### src/rtl/chip8_alu_unit.sv
// Multi-cycle execute unit for CHIP-8 register-class instructions (3/4/5/6/7/8/9 groups).
// Vx/Vy/VF traffic goes through a valid/ready request port with a separate read-return strobe.
module chip8_alu_unit #(
  parameter int DATA_W         = 8,
  parameter int REG_ADDR_W     = 5,
  parameter int FLAG_REG       = 15,
  parameter int QUIRK_SHIFT_VY = 0,
  parameter int QUIRK_VF_RESET = 0
) (
  input  logic                  clk_in,
  input  logic                  rst_in,
  input  logic                  start_in,
  input  logic [15:0]           opcode_in,
  output logic                  busy_out,
  output logic                  done_out,
  output logic                  skip_out,
  output logic                  error_out,
  output logic [REG_ADDR_W-1:0] reg_addr_out,
  output logic                  reg_we_out,
  output logic                  reg_valid_out,
  output logic [DATA_W-1:0]     reg_data_out,
  input  logic                  reg_ready_in,
  input  logic                  reg_valid_in,
  input  logic [DATA_W-1:0]     reg_data_in
);

  typedef enum logic [3:0] {
    ST_IDLE   = 4'd0,
    ST_DECODE = 4'd1,
    ST_REQ_X  = 4'd2,
    ST_WAIT_X = 4'd3,
    ST_REQ_Y  = 4'd4,
    ST_WAIT_Y = 4'd5,
    ST_WR_RES = 4'd6,
    ST_WR_VF  = 4'd7,
    ST_DONE   = 4'd8
  } state_t;

  localparam logic [REG_ADDR_W-1:0] VF_ADDR = REG_ADDR_W'(FLAG_REG);

  function automatic logic op_supported(input logic [15:0] op);
    logic ok;
    case (op[15:12])
      4'h3, 4'h4, 4'h6, 4'h7: ok = 1'b1;
      4'h5, 4'h9:             ok = (op[3:0] == 4'h0);
      4'h8:                   ok = (op[3:0] <= 4'h7) || (op[3:0] == 4'hE);
      default:                ok = 1'b0;
    endcase
    return ok;
  endfunction

  function automatic logic op_needs_vf(input logic [15:0] op);
    logic need;
    case (op[3:0])
      4'h4, 4'h5, 4'h6, 4'h7, 4'hE: need = 1'b1;
      4'h1, 4'h2, 4'h3:             need = (QUIRK_VF_RESET != 0);
      default:                      need = 1'b0;
    endcase
    return need && (op[15:12] == 4'h8);
  endfunction

  state_t                  state_r, state_nxt_s;
  logic [15:0]             op_r;
  logic [DATA_W-1:0]       vx_r, vy_r;
  logic [3:0]              op_hi_s, op_lo_s;
  logic [REG_ADDR_W-1:0]   x_addr_s, y_addr_s;
  logic [DATA_W-1:0]       kk_s, cur_vx_s, cur_vy_s, src_s;
  logic [DATA_W:0]         sum_s;
  logic [DATA_W-1:0]       alu_res_s;
  logic                    alu_flag_s, alu_skip_s;
  logic                    busy_nxt_s, done_nxt_s, skip_nxt_s, error_nxt_s;
  logic                    valid_nxt_s, we_nxt_s;
  logic [REG_ADDR_W-1:0]   addr_nxt_s;
  logic [DATA_W-1:0]       data_nxt_s;

  assign op_hi_s  = op_r[15:12];
  assign op_lo_s  = op_r[3:0];
  assign x_addr_s = REG_ADDR_W'(op_r[11:8]);
  assign y_addr_s = REG_ADDR_W'(op_r[7:4]);
  assign kk_s     = DATA_W'(op_r[7:0]);
  // Operands are bypassed from the return bus on the capture cycle so the result is ready on entry to WR_RES.
  assign cur_vx_s = (state_r == ST_WAIT_X) ? reg_data_in : vx_r;
  assign cur_vy_s = (state_r == ST_WAIT_Y) ? reg_data_in : vy_r;
  assign src_s    = (QUIRK_SHIFT_VY != 0) ? cur_vy_s : cur_vx_s;
  assign sum_s    = {1'b0, cur_vx_s} + {1'b0, cur_vy_s};

  // State register
  always_ff @(posedge clk_in or negedge rst_in) begin
    if (!rst_in) begin
      state_r <= ST_IDLE;
    end else begin
      state_r <= state_nxt_s;
    end
  end

  // Opcode latch and operand capture
  always_ff @(posedge clk_in or negedge rst_in) begin
    if (!rst_in) begin
      op_r <= 16'h0000;
      vx_r <= {DATA_W{1'b0}};
      vy_r <= {DATA_W{1'b0}};
    end else begin
      if (state_r == ST_IDLE && start_in) begin
        op_r <= opcode_in;
      end
      if (state_r == ST_WAIT_X && reg_valid_in) begin
        vx_r <= reg_data_in;
      end
      if (state_r == ST_WAIT_Y && reg_valid_in) begin
        vy_r <= reg_data_in;
      end
    end
  end

  // Result, flag and skip evaluation
  always_comb begin
    alu_res_s  = {DATA_W{1'b0}};
    alu_flag_s = 1'b0;
    alu_skip_s = 1'b0;
    case (op_hi_s)
      4'h3: alu_skip_s = (cur_vx_s == kk_s);
      4'h4: alu_skip_s = (cur_vx_s != kk_s);
      4'h5: alu_skip_s = (cur_vx_s == cur_vy_s);
      4'h9: alu_skip_s = (cur_vx_s != cur_vy_s);
      4'h6: alu_res_s  = kk_s;
      4'h7: alu_res_s  = cur_vx_s + kk_s;
      4'h8: begin
        case (op_lo_s)
          4'h0: alu_res_s = cur_vy_s;
          4'h1: alu_res_s = cur_vx_s | cur_vy_s;
          4'h2: alu_res_s = cur_vx_s & cur_vy_s;
          4'h3: alu_res_s = cur_vx_s ^ cur_vy_s;
          4'h4: begin
            alu_res_s  = sum_s[DATA_W-1:0];
            alu_flag_s = sum_s[DATA_W];
          end
          4'h5: begin
            alu_res_s  = cur_vx_s - cur_vy_s;
            alu_flag_s = (cur_vx_s >= cur_vy_s);
          end
          4'h6: begin
            alu_res_s  = {1'b0, src_s[DATA_W-1:1]};
            alu_flag_s = src_s[0];
          end
          4'h7: begin
            alu_res_s  = cur_vy_s - cur_vx_s;
            alu_flag_s = (cur_vy_s >= cur_vx_s);
          end
          4'hE: begin
            alu_res_s  = {src_s[DATA_W-2:0], 1'b0};
            alu_flag_s = src_s[DATA_W-1];
          end
          default: alu_res_s = {DATA_W{1'b0}};
        endcase
      end
      default: alu_res_s = {DATA_W{1'b0}};
    endcase
  end

  // Next-state logic
  always_comb begin
    state_nxt_s = state_r;
    case (state_r)
      ST_IDLE: begin
        if (!start_in) state_nxt_s = ST_IDLE;
        else if (op_supported(opcode_in)) state_nxt_s = ST_DECODE;
        else state_nxt_s = ST_DONE;
      end
      ST_DECODE: begin
        if (op_hi_s == 4'h6) state_nxt_s = ST_WR_RES;
        else state_nxt_s = ST_REQ_X;
      end
      ST_REQ_X: begin
        if (reg_ready_in) state_nxt_s = ST_WAIT_X;
        else state_nxt_s = ST_REQ_X;
      end
      ST_WAIT_X: begin
        if (!reg_valid_in) state_nxt_s = ST_WAIT_X;
        else if (op_hi_s == 4'h7) state_nxt_s = ST_WR_RES;
        else if (op_hi_s == 4'h3 || op_hi_s == 4'h4) state_nxt_s = ST_DONE;
        else state_nxt_s = ST_REQ_Y;
      end
      ST_REQ_Y: begin
        if (reg_ready_in) state_nxt_s = ST_WAIT_Y;
        else state_nxt_s = ST_REQ_Y;
      end
      ST_WAIT_Y: begin
        if (!reg_valid_in) state_nxt_s = ST_WAIT_Y;
        else if (op_hi_s == 4'h8) state_nxt_s = ST_WR_RES;
        else state_nxt_s = ST_DONE;
      end
      ST_WR_RES: begin
        if (!reg_ready_in) state_nxt_s = ST_WR_RES;
        else if (op_needs_vf(op_r)) state_nxt_s = ST_WR_VF;
        else state_nxt_s = ST_DONE;
      end
      ST_WR_VF: begin
        if (reg_ready_in) state_nxt_s = ST_DONE;
        else state_nxt_s = ST_WR_VF;
      end
      ST_DONE: state_nxt_s = ST_IDLE;
      default: state_nxt_s = ST_IDLE;
    endcase
  end

  // Output values for the upcoming state; held values stay stable while a request stalls
  always_comb begin
    busy_nxt_s  = 1'b0;
    done_nxt_s  = 1'b0;
    skip_nxt_s  = 1'b0;
    error_nxt_s = 1'b0;
    valid_nxt_s = 1'b0;
    we_nxt_s    = 1'b0;
    addr_nxt_s  = {REG_ADDR_W{1'b0}};
    data_nxt_s  = {DATA_W{1'b0}};
    case (state_nxt_s)
      ST_DECODE, ST_WAIT_X, ST_WAIT_Y: busy_nxt_s = 1'b1;
      ST_REQ_X: begin
        busy_nxt_s  = 1'b1;
        valid_nxt_s = 1'b1;
        addr_nxt_s  = x_addr_s;
      end
      ST_REQ_Y: begin
        busy_nxt_s  = 1'b1;
        valid_nxt_s = 1'b1;
        addr_nxt_s  = y_addr_s;
      end
      ST_WR_RES: begin
        busy_nxt_s  = 1'b1;
        valid_nxt_s = 1'b1;
        we_nxt_s    = 1'b1;
        addr_nxt_s  = x_addr_s;
        data_nxt_s  = alu_res_s;
      end
      ST_WR_VF: begin
        busy_nxt_s  = 1'b1;
        valid_nxt_s = 1'b1;
        we_nxt_s    = 1'b1;
        addr_nxt_s  = VF_ADDR;
        data_nxt_s  = {{(DATA_W-1){1'b0}}, alu_flag_s};
      end
      ST_DONE: begin
        done_nxt_s  = 1'b1;
        error_nxt_s = (state_r == ST_IDLE);
        skip_nxt_s  = (state_r != ST_IDLE) && alu_skip_s;
      end
      default: busy_nxt_s = 1'b0;
    endcase
  end

  // Output registers
  always_ff @(posedge clk_in or negedge rst_in) begin
    if (!rst_in) begin
      busy_out      <= 1'b0;
      done_out      <= 1'b0;
      skip_out      <= 1'b0;
      error_out     <= 1'b0;
      reg_valid_out <= 1'b0;
      reg_we_out    <= 1'b0;
      reg_addr_out  <= {REG_ADDR_W{1'b0}};
      reg_data_out  <= {DATA_W{1'b0}};
    end else begin
      busy_out      <= busy_nxt_s;
      done_out      <= done_nxt_s;
      skip_out      <= skip_nxt_s;
      error_out     <= error_nxt_s;
      reg_valid_out <= valid_nxt_s;
      reg_we_out    <= we_nxt_s;
      reg_addr_out  <= addr_nxt_s;
      reg_data_out  <= data_nxt_s;
    end
  end

endmodule

### config.mk
export PLATFORM = sky130hd
export DESIGN_NAME = chip8_alu_unit
export DESIGN_NICKNAME = d
export VERILOG_FILES = /design/src/rtl/chip8_alu_unit.sv
export SDC_FILE = /design/constraint.sdc
export NUM_CORES = 1
export LEC_CHECK = 0
export ABC_AREA = 1
export CAP_MARGIN = 20
export CORE_MARGIN = 4
export CORE_UTILIZATION = 59
export CTS_CLUSTER_SIZE = 30
export DETAILED_ROUTE_END_ITERATION = 6
export PLACE_DENSITY = 0.83
export SLEW_MARGIN = 20
export SYNTH_ARGS = -nofsm -noshare
export SYNTH_HDL_FRONTEND = slang
export SYNTH_SLANG_ARGS = --single-unit
### constraint.sdc
create_clock -name clk_in -period 3 [get_ports clk_in]
set_input_delay 0.45 -clock clk_in [delete_from_list [all_inputs] [get_ports clk_in]]
set_output_delay 0.45 -clock clk_in [all_outputs]
set_load 0.05 [all_outputs]
==> results.md, run 1 <==
* Run status: finished, final reports clean
* Cts hold-fix bufs at 0
* Vias in the first global route at 5141
* # fillers at approximately 580
* Total Neg Setup Slack at 0 ps
* Pwr dens at 1240 nW/µm²
* Clock Path Buffers at 2
* Initial antenna violation count at 0
* Post-synthesis register bit count at 54
* Post-CTS Setup Inserts at 0
* Critical Path Fanout Max at 4
* Final Hold Viols at 0
* Syn Area/Cell at 6.75 µm²
* Worst-Margin Slew at 850 ps
* M2 GR Usage at a little over half
* Via density at roughly 5.8
* Rows at 32
* Die X at 99.1 µm
* Max_slew headroom at 43.0%
* Finished Layout Cells at just over 900
* Gpl congestion at 1.01
* Minimum clock period at a little under 3000 ps
* Cell Chain, Critical Path: inv_1 -> nor2_4 -> nand2_2 -> inv_2 -> or2_2 -> o21ai_2 -> inv_1 -> ha_1 -> fa_2 -> or2_2 -> nand3_1 -> o21ai_0 -> nor2_1 -> nand3b_1 -> a21oi_1 -> nor2_1
* Setup violations, final at 0
* Syn_nets at 800
* First-pass GRT wire length at 25300 µm
* Final core utilization at about three quarters
* Met3 Use GR at about 3.7%
* Clk_skew at 8.16 ps
* GRT met1 Usage at 40.8%
* Crit path DAT at 3100 ps
* Mapped cell area at 4900 µm²
* Half-perimeter wire length after placement at 12500 µm
* All-layer global routing usage at between 30% and 40%
* Final hold slack at 17.4 ps
* Post-synth ARST share at 100%
* IO Port Bufs at 46
* WL/cell at 16.9 µm
* Die height at 99.1 µm
* Cells on worst reg2reg path at 16
* Area of the core at ~7900 µm²
* Boundary Pins at 48
* RSZ-0062 raised after global routing: yes
* Worst-skew pair later-pin latency at approximately 320 ps
* Worst-path clk slew at about 100 ps
* Synth warnings at 0
* Max VDD drop at 716 µV
* FMAX at 346 MHz
* Cells after DPL at a little over 900
* Dominant synthesized flop cell: dfrtp_1
* Kind of critical path: reg -> reg
* CTS Sinks at 54
* CTS tree: yes
* RR Startpoint: state_r[2]$_DFF_PN0_
* Inserted Clock Buffers at 5
* DR vias at 5368
* Top-area cell type share of the netlist area at approximately 28%
* CTS root buf: clkbuf_8
* Worst Setup SP: state_r[2]$_DFF_PN0_
* Largest net degree at the start of global routing at 24
* Gate Count Post-Synth at 726
* Initial Util at 62.1%
* Max cap viols at 0
* Largest stage delay, worst path at ~420 ps
* Htree depth at 2
* # DRC at 0
* Max-slew violation count at 0
* Top post-synthesis cells by area: dfrtp_1 28%, nand2_1 16%, ha_1 10%
* Leak at 3.08 nW
* Layout cells sized above 1 at between 15 and 20%
* Area leader, netlist: dfrtp_1
* CP startpoint kind: flop
* P&R area growth vs syn at 23.3%
* Critical path's slowest cell: dfrtp_1
* Pre-antenna DRT Iters at 6
* Routed Antenna Nets at 0
* Worst setup EP type: flop
* Fin crit share at a little over nine tenths
* Die area at 9820 µm²
* Worst EP required at 3210 ps
* 1st-iter DRT viols at 457
* Worst Hold Class: in -> async
* Cts repair resizes at 0
* Sequential area share after synthesis at 27.6%
* Number of flops mapped to enable cells by yosys at 0
* WL final at about 16000 µm
* GRT overflow at 0
* Post-synthesis cell type count at 44
* Tot Pwr at 7.47 mW
* Number of diodes at 0
* Final net count at 898
* Grt peak-use layer: met2
final cells by class:
cell class / instances / area (µm²) / share of cell area, %
Multi-Input combinational cell: 540 / 3090 / 51.1
Clock inverter: 2 / 37.5 / 0.621
Inverter: 116 / 435 / 7.21
Tap cell: 102 / 128 / 2.11
Sequential cell: 54 / 1350 / 22.4
Timing Repair Buffer: 107 / 926 / 15.3
Clock buffer: 6 / 72.6 / 1.20
through the flow:
stage	setup slack, ps	area [µm²]
after global routing	-13.5	6040
after CTS	36.4	5980
after floorplan	343	4900
after detailed placement	7.10	5870
final	110	6040
after global placement	44.5	5870
synthesized netlist by cell type, types with 3 or more instances:
cell type,count
nor3_1,7
nand2_2,7
o21ai_0,50
ha_1,41
o21bai_1,3
fa_1,4
o22ai_1,8
a21oi_1,28
or2_2,7
o211ai_1,5
clkbuf_1,9
o21ai_2,6
nand3_4,3
inv_1,104
nor3_2,4
o21ai_1,4
nand4_1,12
o31ai_1,3
dfrtp_1,54
nand3b_1,6
buf_2,3
nand3_1,61
inv_2,12
nor2_4,4
nand2_1,211
nor2_1,47
buf_4,3
registers in the layout, indices dropped and copies added (netlist names):
name	flops
vy_r	8
state_r	4
reg_valid_out	1
skip_out	1
op_r	16
vx_r	8
reg_data_out	8
reg_addr_out	4
error_out	1
done_out	1
busy_out	1
reg_we_out	1
cells by family after synthesis:
| family | synth area share, % |
|---|---|
| XOR/XNOR | 0.690 |
| buffers and inverters | 10.6 |
| other | 0.0766 |
| flip-flops | 27.6 |
| AO/OA/AOI/OAI | 13.9 |
| adder cells (fa/ha/maj) | 12.1 |
| AND/OR/NAND/NOR | 35.0 |
path summary, 6_finish.rpt:
| path | to | slack, ps |
|---|---|---|
| min in group clk_in | vy_r[0]$_DFFE_PN0P_ | 490 |
| worst max-delay path | reg_data_out[2]$_DFF_PN0_ | 110 |
| worst min register to register | vy_r[0]$_DFFE_PN0P_ | 490 |
| max in group asynchronous | reg_data_out[4]$_DFF_PN0_ | 2380 |
| worst max register to register | reg_data_out[2]$_DFF_PN0_ | 110 |
| worst min-delay path | skip_out$_DFF_PN0_ | 20 |
cells in the final DEF (no fill, tap or decap), types with 2 or more instances in the layout:
cell and count:
a21oi_1 24, a21oi_2 5, a31oi_1 2, buf_4 60, clkbuf_8 5, clkdlybuf4s50_1 45, dfrtp_1 53, fa_1 3
ha_1 38, ha_2 2, inv_1 103, inv_2 13, nand2_1 210, nand2_2 8, nand3_1 61, nand3_4 3
nand3b_1 6, nand4_1 12, nor2_1 46, nor2_2 3, nor2_4 4, nor3_1 7, nor3_2 4, o211ai_1 5
o21ai_0 47, o21ai_1 6, o21ai_2 6, o21ai_4 3, o21bai_1 3, o22ai_1 8, o31ai_1 3, or2_2 7
power breakdown:
part | switching, mW | internal (mW)
Sequential | 0.236 | 1.00
Combinational | 3.54 | 2.18
Clock | 0.262 | 0.250
routing by layer:
| layer | share of wire [%] | routed length (µm) |
|---|---|---|
| met1 | 39 | 6180 |
| met4 | 5.7 | 896 |
| met5 | 0 | 0 |
| met2 | 48 | 7480 |
| met3 | 7.3 | 1140 |
critical path: cells and delay by family, from the launching register on:
family | cells | cell delay [ps]
buffers and inverters | 3 | 280
AOI/OAI and AO/OA | 3 | 350
and+or+nand+nor | 8 | 1090
adders and majority gates | 2 | 630
DFF | 1 | 420
Power figures use the tool's default switching activity.
==> run 2: changes to the inputs <==
--- a/config.mk
+++ b/config.mk
@@ -9,6 +9,7 @@
 export CAP_MARGIN = 20
 export CORE_MARGIN = 4
 export CORE_UTILIZATION = 59
+export CTS_CLUSTER_DIAMETER = 50
 export CTS_CLUSTER_SIZE = 30
 export DETAILED_ROUTE_END_ITERATION = 6
 export PLACE_DENSITY = 0.83
@@ -16,3 +17,4 @@
 export SYNTH_ARGS = -nofsm -noshare
 export SYNTH_HDL_FRONTEND = slang
 export SYNTH_SLANG_ARGS = --single-unit
+export TNS_END_PERCENT = 50
==> results of run 2 <==
Same layout as run 1: the final DEF is identical, and so are final timing and power.
==> run 3: changes to the inputs <==
--- a/config.mk
+++ b/config.mk
@@ -8,11 +8,11 @@
 export ABC_AREA = 1
 export CAP_MARGIN = 20
 export CORE_MARGIN = 4
-export CORE_UTILIZATION = 59
+export CORE_UTILIZATION = 29
 export CTS_CLUSTER_DIAMETER = 50
 export CTS_CLUSTER_SIZE = 30
 export DETAILED_ROUTE_END_ITERATION = 6
-export PLACE_DENSITY = 0.83
+export PLACE_DENSITY = 0.47
 export SLEW_MARGIN = 20
 export SYNTH_ARGS = -nofsm -noshare
 export SYNTH_HDL_FRONTEND = slang
==> run 3 against run 2 <==
Effect of this change: routed wire length grew 7.2%; worst setup slack gained 81 ps; critical path depth is 1 lower; largest power group unchanged.
==> results.md, run 3 (synthesized netlist as in run 1, its figures left out) <==
* DR vias at around 5000
* Boundary Pins at 48
* Post-Place Worst Slack at -66.1 ps
* Kind of critical path: reg -> reg
* Critical path's slowest cell: dfrtp_1
* Top Family by Delay on Critical Path: simple AND/OR/NAND/NOR gates
* Final hold slack at about 140 ps
* Leak at 3.09 nW
* CTS root buf: clkbuf_16
* Clk_skew at 3.74 ps
* Final net count at 893
* # DRC at 0
* Gpl congestion at 0.955
* Via density at 4.78
* FMAX at roughly 360 MHz
* CTS Sinks at 54
* Largest stage delay, worst path at roughly 430 ps
* Tot Pwr at around 7.5 mW
* Critical Path Fanout Max at 13
* Worst setup EP type: flop
* Max cap viols at 0
* Grt peak-use layer: met2
* Cts hold-fix bufs at 0
* Crit path DAT at around 3000 ps
* RSZ-0062 raised after global routing: no
* WP buf/inv at 3
* Largest net degree at the start of global routing at 32
* CP startpoint kind: flop
* Initial Util at 29.5%
* GRT overflow at 0
* # fillers at 1772
* Worst Hold Class: in -> async
* Worst-Margin Slew at approximately 820 ps
* CTS tree: yes
* Setup violations, final at 0
* Number of diodes at 0
* P&R area growth vs syn at 26.8%
* Initial antenna violation count at 0
* Area of the core at 16600 µm²
* Worst EP required at 3190 ps
* Largest reg by FF count: op_r
* Most frequent cells in the layout: 210 x nand2_1, 101 x inv_1, 61 x nand3_1, 55 x buf_4, 54 x dfrtp_1
* Inserted Clock Buffers at 5
* Largest register FFs at 16
* R2R Setup Slk at 190 ps
* Max_slew headroom at 44.9%
* Commonest non-fill, non-tap cell in the layout: nand2_1
* Pre-antenna DRT Iters at 5
* WL final at 16800 µm
* Worst-skew pair later-pin latency at between 300 and 400 ps
* Worst-path clk slew at 70 ps
* Vias in the first global route at approximately 5000
* Clock Path Buffers at 2
* Run status: finished, final reports clean
* Htree depth at 2
* Cell Chain, Critical Path: nor2_2 -> nand2_8 -> buf_4 -> o21ai_4 -> inv_1 -> ha_1 -> inv_1 -> nand3_1 -> nor3_2 -> nand2_2 -> nand2_1 -> o21ai_0 -> nand3b_1 -> nand2_1 -> nor2_1
* Minimum clock period at roughly 2800 ps
* Met3 Use GR at under 10%
* Fin crit share at 93.6%
* First-pass GRT wire length at 27100 µm
* Final WS setup at 191 ps
* Layout cells sized above 1 at between 15 and 20%
* M2 GR Usage at 32.3%
* All-layer global routing usage at 18.6%
* Pwr dens at ~1200 nW/µm²
* Routed Antenna Nets at 0
* Die X at 138 µm
* Total Neg Setup Slack at 0 ps
* 1st-iter DRT viols at 328
* Die area at 19000 µm²
* Final Hold Viols at 0
* Rows at 47
* Half-perimeter wire length after placement at approximately 14000 µm
* IO Port Bufs at 46
* WL/cell at 16.2 µm
* Max VDD drop at 434 µV
* Die height at between 100 and 150 µm
* Max-slew violation count at 0
* GRT met1 Usage at between 20% and 30%
-- run 3: changes by cell type in the layout (fill, tap and decap cells not counted), sizes merged --
| cell | delta |
|---|---|
| buf | -5 |
-- run 3: area by class of cell --
type / instances / area [µm²] / share of cell area [%]
Clock buffer: 6 / 129 / 2.07
Clock inverter: 2 / 37.5 / 0.604
Inverter: 116 / 435 / 7.01
Multi-Input combinational cell: 540 / 3090 / 49.8
Sequential cell: 54 / 1350 / 21.8
Tap cell: 220 / 275 / 4.43
Timing Repair Buffer: 102 / 888 / 14.3
-- run 3: worst paths after layout --
| check | startpoint | to | cells past startpoint |
|---|---|---|---|
| worst max-delay path | state_r[3]$_DFF_PN0_ | skip_out$_DFF_PN0_ | 15 |
| min in group clk_in | op_r[9]$_DFFE_PN0P_ | op_r[9]$_DFFE_PN0P_ | 2 |
| max in group asynchronous | rst_in | vy_r[0]$_DFFE_PN0P_ | 2 |
| worst min register to register | op_r[9]$_DFFE_PN0P_ | op_r[9]$_DFFE_PN0P_ | 2 |
| worst min-delay path | rst_in | op_r[11]$_DFFE_PN0P_ | 1 |
| worst max register to register | state_r[3]$_DFF_PN0_ | skip_out$_DFF_PN0_ | 15 |
-- run 3: repair_timing --
action / CTS / global route
resized for setup: 0 / 21
buffers inserted: 0 / 0
setup endpoints to repair: 0 / 8
-- run 3: layer usage --
layer | part of all wire, % | vias up
li1 | - | 2508
met1 | 45 | 2300
met2 | 49 | 134
met3 | 3.6 | 30
met4 | 2.5 | 0
met5 | 0 | -
-- run 3: through the flow --
stage	utilization [%]	cell area [µm²]	std cells
after floorplan	-	4900	726
after global placement	36.1	5980	1032
after detailed placement	36.1	5980	1032
after CTS	37.1	6150	1040
after global routing	37.5	6210	1040
final	37.5	6210	1040
-- run 3: power by group --
part           switching, mW  internal [mW]
registers              0.223           1.00
logic                   3.48           2.11
clock network          0.291          0.395
